### src/rtl/jt1943_pkg.sv
// jt1943_pkg: shared ROM-slot FSM encoding for the char, scroll and object ROM slots
package jt1943_pkg;
  localparam logic [1:0] IDLE = 2'd0, REQ = 2'd1, WAIT = 2'd2;
  typedef enum logic [1:0] {ST_IDLE = IDLE, ST_REQ = REQ, ST_WAIT = WAIT} romslot_state_e;
endpackage

### src/rtl/jt1943_romslot_cache.sv
// jt1943_romslot_cache: 2-entry tag/data store with lookup on addr_i, write at replace pointer on we_i
module jt1943_romslot_cache #(
  parameter int AW = 14
) (
  input  logic          clk,
  input  logic          rst,
  input  logic [AW-1:0] addr_i,
  output logic          hit_o,
  output logic [15:0]   data_o,
  input  logic          we_i,
  input  logic [AW-1:0] wtag_i,
  input  logic [15:0]   wdata_i
);
  logic [1:0]    valid_q;
  logic [AW-1:0] tag_q [2];
  logic [15:0]   data_q [2];
  logic          ptr_q;
  logic [1:0]    m;
  assign m      = {valid_q[1] && tag_q[1] == addr_i, valid_q[0] && tag_q[0] == addr_i};
  assign hit_o  = |m;
  assign data_o = m[0] ? data_q[0] : data_q[1];
  always_ff @(posedge clk) begin
    if (rst) begin
      valid_q <= '0;
      ptr_q   <= 1'b0;
    end else if (we_i) begin
      valid_q[ptr_q] <= 1'b1;
      tag_q[ptr_q]   <= wtag_i;
      data_q[ptr_q]  <= wdata_i;
      ptr_q          <= ~ptr_q;
    end
  end
endmodule

### src/rtl/jt1943_char_romslot.sv
// jt1943_char_romslot: cached char ROM slot; client cs/addr/dout/data_ok, SDRAM req/addr/ack/data_rdy/din
module jt1943_char_romslot
  import jt1943_pkg::*;
#(
  parameter int             AW   = 14,
  parameter int             SDW  = 22,
  parameter logic [SDW-1:0] BASE = '0
) (
  input  logic           clk,
  input  logic           rst,
  input  logic           cs,
  input  logic [AW-1:0]  addr,
  output logic [15:0]    dout,
  output logic           data_ok,
  output logic           sdram_req,
  output logic [SDW-1:0] sdram_addr,
  input  logic           sdram_ack,
  input  logic           data_rdy,
  input  logic [15:0]    sdram_din
);
  romslot_state_e st_q, st_d;
  logic [AW-1:0]  tag_q, tag_d, dtag_q, dtag_d, wtag;
  logic [15:0]    dout_q, dout_d, hit_data;
  logic           ok_q, ok_d, hit, we;
  logic [SDW-1:0] sda_q, sda_d, cur_sda;
  assign cur_sda    = BASE + SDW'(addr);
  assign sdram_req  = st_q == ST_REQ;
  assign sdram_addr = st_q == ST_REQ ? cur_sda : sda_q;
  assign dout       = dout_q;
  assign data_ok    = ok_q;
  jt1943_romslot_cache #(.AW(AW)) u_cache (
    .clk     (clk),
    .rst     (rst),
    .addr_i  (addr),
    .hit_o   (hit),
    .data_o  (hit_data),
    .we_i    (we),
    .wtag_i  (wtag),
    .wdata_i (sdram_din)
  );
  always_comb begin
    st_d   = st_q;
    tag_d  = tag_q;
    sda_d  = sda_q;
    dout_d = dout_q;
    dtag_d = dtag_q;
    ok_d   = ok_q && addr == dtag_q;
    we     = 1'b0;
    wtag   = tag_q;
    case (st_q)
      ST_IDLE:
        if (cs && hit) begin
          dout_d = hit_data;
          dtag_d = addr;
          ok_d   = 1'b1;
        end else if (cs) begin
          ok_d = 1'b0;
          st_d = ST_REQ;
        end
      ST_REQ:
        if (sdram_ack) begin
          tag_d = addr;
          sda_d = cur_sda;
          wtag  = addr;
          we    = data_rdy;
          st_d  = data_rdy ? ST_IDLE : ST_WAIT;
        end
      ST_WAIT:
        if (data_rdy) begin
          we   = 1'b1;
          st_d = ST_IDLE;
        end
      default: st_d = ST_IDLE;
    endcase
    if (we && wtag == addr) begin
      dout_d = sdram_din;
      dtag_d = addr;
      ok_d   = 1'b1;
    end
  end
  always_ff @(posedge clk) begin
    if (rst) begin
      st_q   <= ST_IDLE;
      tag_q  <= '0;
      sda_q  <= '0;
      dout_q <= '0;
      dtag_q <= '0;
      ok_q   <= 1'b0;
    end else begin
      st_q   <= st_d;
      tag_q  <= tag_d;
      sda_q  <= sda_d;
      dout_q <= dout_d;
      dtag_q <= dtag_d;
      ok_q   <= ok_d;
    end
  end
endmodule

### config.mk
export PLATFORM = sky130hd
export DESIGN_NAME = jt1943_char_romslot
export DESIGN_NICKNAME = d
export VERILOG_FILES = /design/src/rtl/jt1943_pkg.sv /design/src/rtl/jt1943_romslot_cache.sv /design/src/rtl/jt1943_char_romslot.sv
export SDC_FILE = /design/constraint.sdc
export NUM_CORES = 1
export LEC_CHECK = 0
export ABC_AREA = 1
export BUFFER_PORTS_ARGS = -buffer_cell sky130_fd_sc_hd__buf_2
export CAP_MARGIN = 20
export CORE_UTILIZATION = 50
export DETAILED_ROUTE_END_ITERATION = 6
export PLACE_DENSITY = 0.73
export SLEW_MARGIN = 10
export SYNTH_ARGS = -nofsm -noshare
export SYNTH_HDL_FRONTEND = slang
export SYNTH_SLANG_ARGS = --single-unit
### constraint.sdc
create_clock -name clk -period 3.65 [get_ports clk]
set_input_delay 0.5475 -clock clk [delete_from_list [all_inputs] [get_ports clk]]
set_output_delay 0.5475 -clock clk [all_outputs]
set_load 0.05 [all_outputs]
# [Yosys cells after proc, flatten, opt, wreduce, memory -nomap -nowiden]
# Memories as Yosys holds them, arrays and structs flattened.
# Cells that the tools add are included.
[word_totals] ff_bits=64 ram_bits=60 in_bits=35 wordCells=65 memories=2
[memory_table] memory="u_cache.data_q" depth=2 width=16 rd=2 rd_clocked_by_memory_dff=0 write_ports=1 line="jt1943_romslot_cache.sv:16" text="logic [15:0] data_q [2];"
[memory_table] memory="u_cache.tag_q" depth=2 width=14 rd=2 rd_clocked_by_memory_dff=0 write_ports=1 line="jt1943_romslot_cache.sv:15" text="logic [AW-1:0] tag_q [2];"
[classes] n_lt_le_gt_ge=2 eq_ne=10 n_mux=28 bitwise_logic=2 n_reduce_logical=13
[ops] cell="$mux W14" n=6
[ops] cell="$mux W16" n=4
[ops] cell="$eq A14 B14 Y1" n=4
[ops] cell="$mux W1" n=10
[ops] cell="$mux W2" n=5
[ops] cell="$logic_and A1 B1 Y1" n=6
[ops] cell="$ne A2 B2 Y1 const B" n=3
[ops] cell="$pmux W2 S3" n=1
[ops] cell="$reduce_and A2 Y1" n=2
[ops] cell="$reduce_and A4 Y1" n=1
[ops] cell="$reduce_bool A2 Y1" n=2
[ops] cell="$eq A2 B1 Y1 const B" n=1
[ops] cell="$eq A2 B2 Y1 const B" n=1
[ops] cell="$logic_not A2 Y1" n=1
[ops] cell="$lt A1 B2 Y1 const B" n=1
[ops] cell="$ne A2 B1 Y1 const B" n=1
[ops] cell="$or A2 B2 Y2" n=1
[ops] cell="$pmux W1 S2" n=1
[ops] cell="$reduce_or A2 Y1" n=1
[ops] cell="$demux W1 S1" n=1
[ops] cell="$ge A1 B1 Y1 const B" n=1
[ops] cell="$not A1 Y1" n=1

# [Longest topological paths before layout]
# An unclocked memory read counts as a cell.
[depth] word_depth=8 mapped_depth=15 depth_no_buf=15

# [By module]
# From an unflattened synthesis, not the netlist that was laid out.
[hier_totals] hier_cells=763 area_unflattened_um2=6058.3
[modules_own_cells] mod="jt1943_char_romslot" n_inst=1 cells_each=516 area_per_inst_um2=3393.3
[modules_own_cells] mod="jt1943_romslot_cache" n_inst=1 cells_each=247 area_per_inst_um2=2665.1

# [Worst setup path before layout]
# No wires, ideal clock.
[synth_path] path_kind="register -> register" from="reg st_q[1]" to="mem u_cache.data_q[0][0] (enable)" setup_ps=457 arrival_time_ps=3503 required_time_ps=3193 setup_slack_ps=-309 path_stages_with_launch=7 synth_period_minus_slack_ps=3959 cell_sequence="dfxtp_1 > inv_1 > ha_1 > nand2_2 > a21oi_1 > inv_1 > nor3_1"
[synth_via] elab_chain_len=5 word_cells_on_any_way=6 cone_classes="2 x eq/ne; 4 x mux"
[synth_lines] item="from (decl)" line="jt1943_char_romslot.sv:21" text="romslot_state_e st_q, st_d;"
[synth_lines] item="from (signal assigned)" line="jt1943_char_romslot.sv:90" text="st_q <= st_d;"
[synth_lines] item="$eq A2 B1 Y1"
[synth_lines] item="net sdram_req" line="jt1943_char_romslot.sv:15" text="output logic sdram_req,"
[synth_lines] item="$pmux W1 S2" line="jt1943_char_romslot.sv:50" text="case (st_q)"
[synth_lines] item="$mux W1" line="jt1943_romslot_cache.sv:26" text="end else if (we_i) begin"
[synth_lines] item="$mux W1" line="jt1943_romslot_cache.sv:23" text="if (rst) begin"
[synth_lines] item="$mux W1 (not written as such)" line="jt1943_romslot_cache.sv:29" text="data_q[ptr_q] <= wdata_i;"
[synth_lines] item="to (decl)" line="jt1943_romslot_cache.sv:16"
# The timed path passes the listed nets, and every way through them passes these cells.

# [Final worst setup path]
[layout_path] from="reg st_q[1]" to="out sdram_addr[13]"
[layout_via] elab_chain_len=2
[layout_lines] item="$eq A2 B1 Y1" line="jt1943_char_romslot.sv:28" text="assign sdram_addr = st_q == ST_REQ ? cur_sda : sda_q;"
[layout_lines] item="$mux W14" line="jt1943_char_romslot.sv:28"
[layout_lines] item="to (decl)" line="jt1943_char_romslot.sv:16" text="output logic [SDW-1:0] sdram_addr,"
# Every way passes these cells.

==> flow_metrics.tcl <==
set metrics [dict create \
    relSlewSlack_pct 40.6 \
    antenna_cells 0 \
    timing_max_transition_violations_final 0 \
    cts_sinks 124 \
    grt_setup_unrepaired "false" \
    finalSetupViolCount 0 \
    worst_clock_skew_ns 0.0104 \
    root_buffer "clkbuf_16" \
    gr-usage-met2_pct 39.8 \
    syn_area_um2 6230 \
    layoutNonFillerInstCount 1047 \
    busiest_layer "met2" \
    dp.cells 1015 \
    ant_nets 0 \
    fin_ws_ns 0.830 \
    p_leak_uw 0.00330 \
    utilization_pct 59.8 \
    mostFrequentLayoutCell "nand2_1" \
    worst_pin_slew_ns 0.890 \
    hold_viol 0 \
    drive_gt1_share_pct 15.6 \
    cts-hold-fix-buffers 0 \
    io_pins 75 \
    drv_cap 0 \
    routed_wl_um 14900 \
    pre_cts_slack_ns 1.04 \
    crit_required_ns 3.10 \
    post-dp-hpwl_um 10200 \
    synth-main-ff-cell "dfxtp_1" \
    fp.dieArea_um2 12900 \
    cts_setup_buffers 0 \
    nNetsFinal 904 \
    ys_seq_elements 124 \
    ys_warn_count 0 \
    syn_avg_cell_area_um2 7.74 \
    antenna_found_initial 0 \
    crit_path_end_kind "primary output" \
    min_to "u_cache.data_q[1][10]$_DFFE_PP_" \
    core_area_um2 12100 \
    final_area_um2 7220 \
    synth_cells 805 \
    grt_overflow 0 \
    grtUsageMet3_pct 5.74 \
    period_share_pct 77.2 \
    rows 40 \
    htree_levels 4 \
    reg2reg_slack_ns 1.03 \
    r2r_end "dout[15]$_SDFFE_PP0P_" \
    async_reset_ff_share_pct 0 \
    grt_pass1_wl_um 24200 \
    placed_cell_area_um2 6630 \
    drt_iter0_markers 368 \
    drc 0 \
    fillCellCount 1067 \
    die_h_um 114 \
    hp-class "input port to register" \
    clk_latency_ns 0.42 \
    clockBufferDepth 2 \
    portBuffers 66 \
    min_path_cells 1 \
    synth.distinct_cells 30 \
    hold_start "sdram_din[10]" \
    power_density_nw_per_um2 567 \
    tritoncts "built" \
    dr.pass1.iters 7 \
    vias_per_cell 5.03 \
    grt_usage_pct 24.6 \
    yosysSeqAreaShare_pct 49.5 \
    period_minus_slack_ns 2.82 \
    critical_path_class "register to primary output" \
    via_count 5263 \
    synth-edff-count 60 \
    grt_pass1_vias 4930 \
    ff2ff_path_depth 15 \
    r2r_start "st_q[1]$_SDFFE_PP0P_" \
    fmax_ghz 0.355 \
    wl_per_cell_um 14.3 \
    path_clk_slew_ns 0.06 \
    cts_buffers 17 \
    ctsResizeCount 0 \
    irDropWorstVdd_mv 0.235 \
    final_cell_mix "nand2_1, nor2_1, inv_1" \
    fin_setup_tns_ns 0 \
    grt_max_degree 40 \
    outcome "finished clean" \
    place_congestion 0.908 \
    cp_max_fo 30 \
    start_util_pct 51.6 \
    die_w_um 114 \
    syn_to_final_growth_pct 15.9 \
    use_met1_pct 32.2 \
    cp-start-kind "register" \
    crit_arrival_ns 2.27 \
]
## sequential cells by signal (all words and copies together) (netlist names)
signal	cells
u_cache.tag_q	28
u_cache.data_q	32
u_cache.ptr_q	1
u_cache.valid_q	2
data_ok	1
tag_q	14
sda_q	14
dtag_q	14
dout	16
st_q	2
## cell families after synthesis
kind of cell | share of synthesized area, %
adders and majority gates | 0.603
xor gates and xnor gates | 1.55
other | 0.0602
buffers and inverters | 10.4
AOI/OAI and AO/OA | 6.05
DFF | 49.5
and+or+nand+nor | 31.9
## synth_stat cells, types with 7 or more instances
| cell | count | area, µm² |
|---|---|---|
| a21oi_1 | 19 | 95.1 |
| buf_2 | 13 | 65.1 |
| buf_4 | 9 | 67.6 |
| buf_6 | 8 | 90.1 |
| clkbuf_1 | 10 | 37.5 |
| dfxtp_1 | 64 | 1280 |
| edfxtp_1 | 60 | 1800 |
| inv_1 | 87 | 327 |
| inv_2 | 12 | 45.0 |
| nand2_1 | 220 | 826 |
| nand3_1 | 71 | 355 |
| nand3b_1 | 34 | 255 |
| nor2_1 | 107 | 402 |
| o21ai_0 | 47 | 235 |
| xor2_1 | 7 | 61.3 |
## metrics by stage
stage               hold slack [ns]  power, µW
floorplan                     0.445       2280
global route                  0.323       4270
CTS                           0.328       4110
global placement              0.454       2470
detailed placement            0.456       2480
finish                        0.336       4090
## worst max-delay path, cell delays in order (launching register included)
cell and delay (ns):
dfxtp_1 0.33, inv_1 0.07, ha_1 0.22, inv_1 0.66, nand2_1 0.14, o21ai_0 0.13, buf_2 0.30
## layer usage
metal | vias up | share of wire [%]
li1 | 2676 | -
met1 | 2383 | 46
met2 | 179 | 46
met3 | 25 | 6.2
met4 | 0 | 2.2
met5 | - | 0
## report_power, final
group	switching (µW)	internal, µW	total (µW)
combinational	663	199	862
sequential	34.6	1560	1590
clock	619	1020	1640
## layout make-up
type | count | area (µm²) | share of cell area [%]
clock buffers | 21 | 482 | 6.67
well taps | 168 | 210 | 2.91
flip-flops and latches | 124 | 3080 | 42.7
inverters | 100 | 375 | 5.20
repair buffers | 78 | 420 | 5.82
clock inverters | 11 | 108 | 1.49
multi-input cells | 545 | 2540 | 35.2
## worst max-delay path by stage
stage	start	slack, ns	endpoint	cells after the start
after CTS	st_q[1]$_SDFFE_PP0P_	0.85	sdram_addr[1]	6
after global placement	sdram_ack	1.11	data_ok$_SDFF_PP0_	14
final	st_q[1]$_SDFFE_PP0P_	0.83	sdram_addr[13]	6
after floorplan	st_q[1]$_SDFFE_PP0P_	0.56	u_cache.data_q[1][0]$_DFFE_PP_	6
after global routing	st_q[1]$_SDFFE_PP0P_	0.61	sdram_addr[1]	6
after detailed placement	sdram_ack	1.04	dout[8]$_SDFFE_PP0P_	14
(Power assumes the default switching activity.)
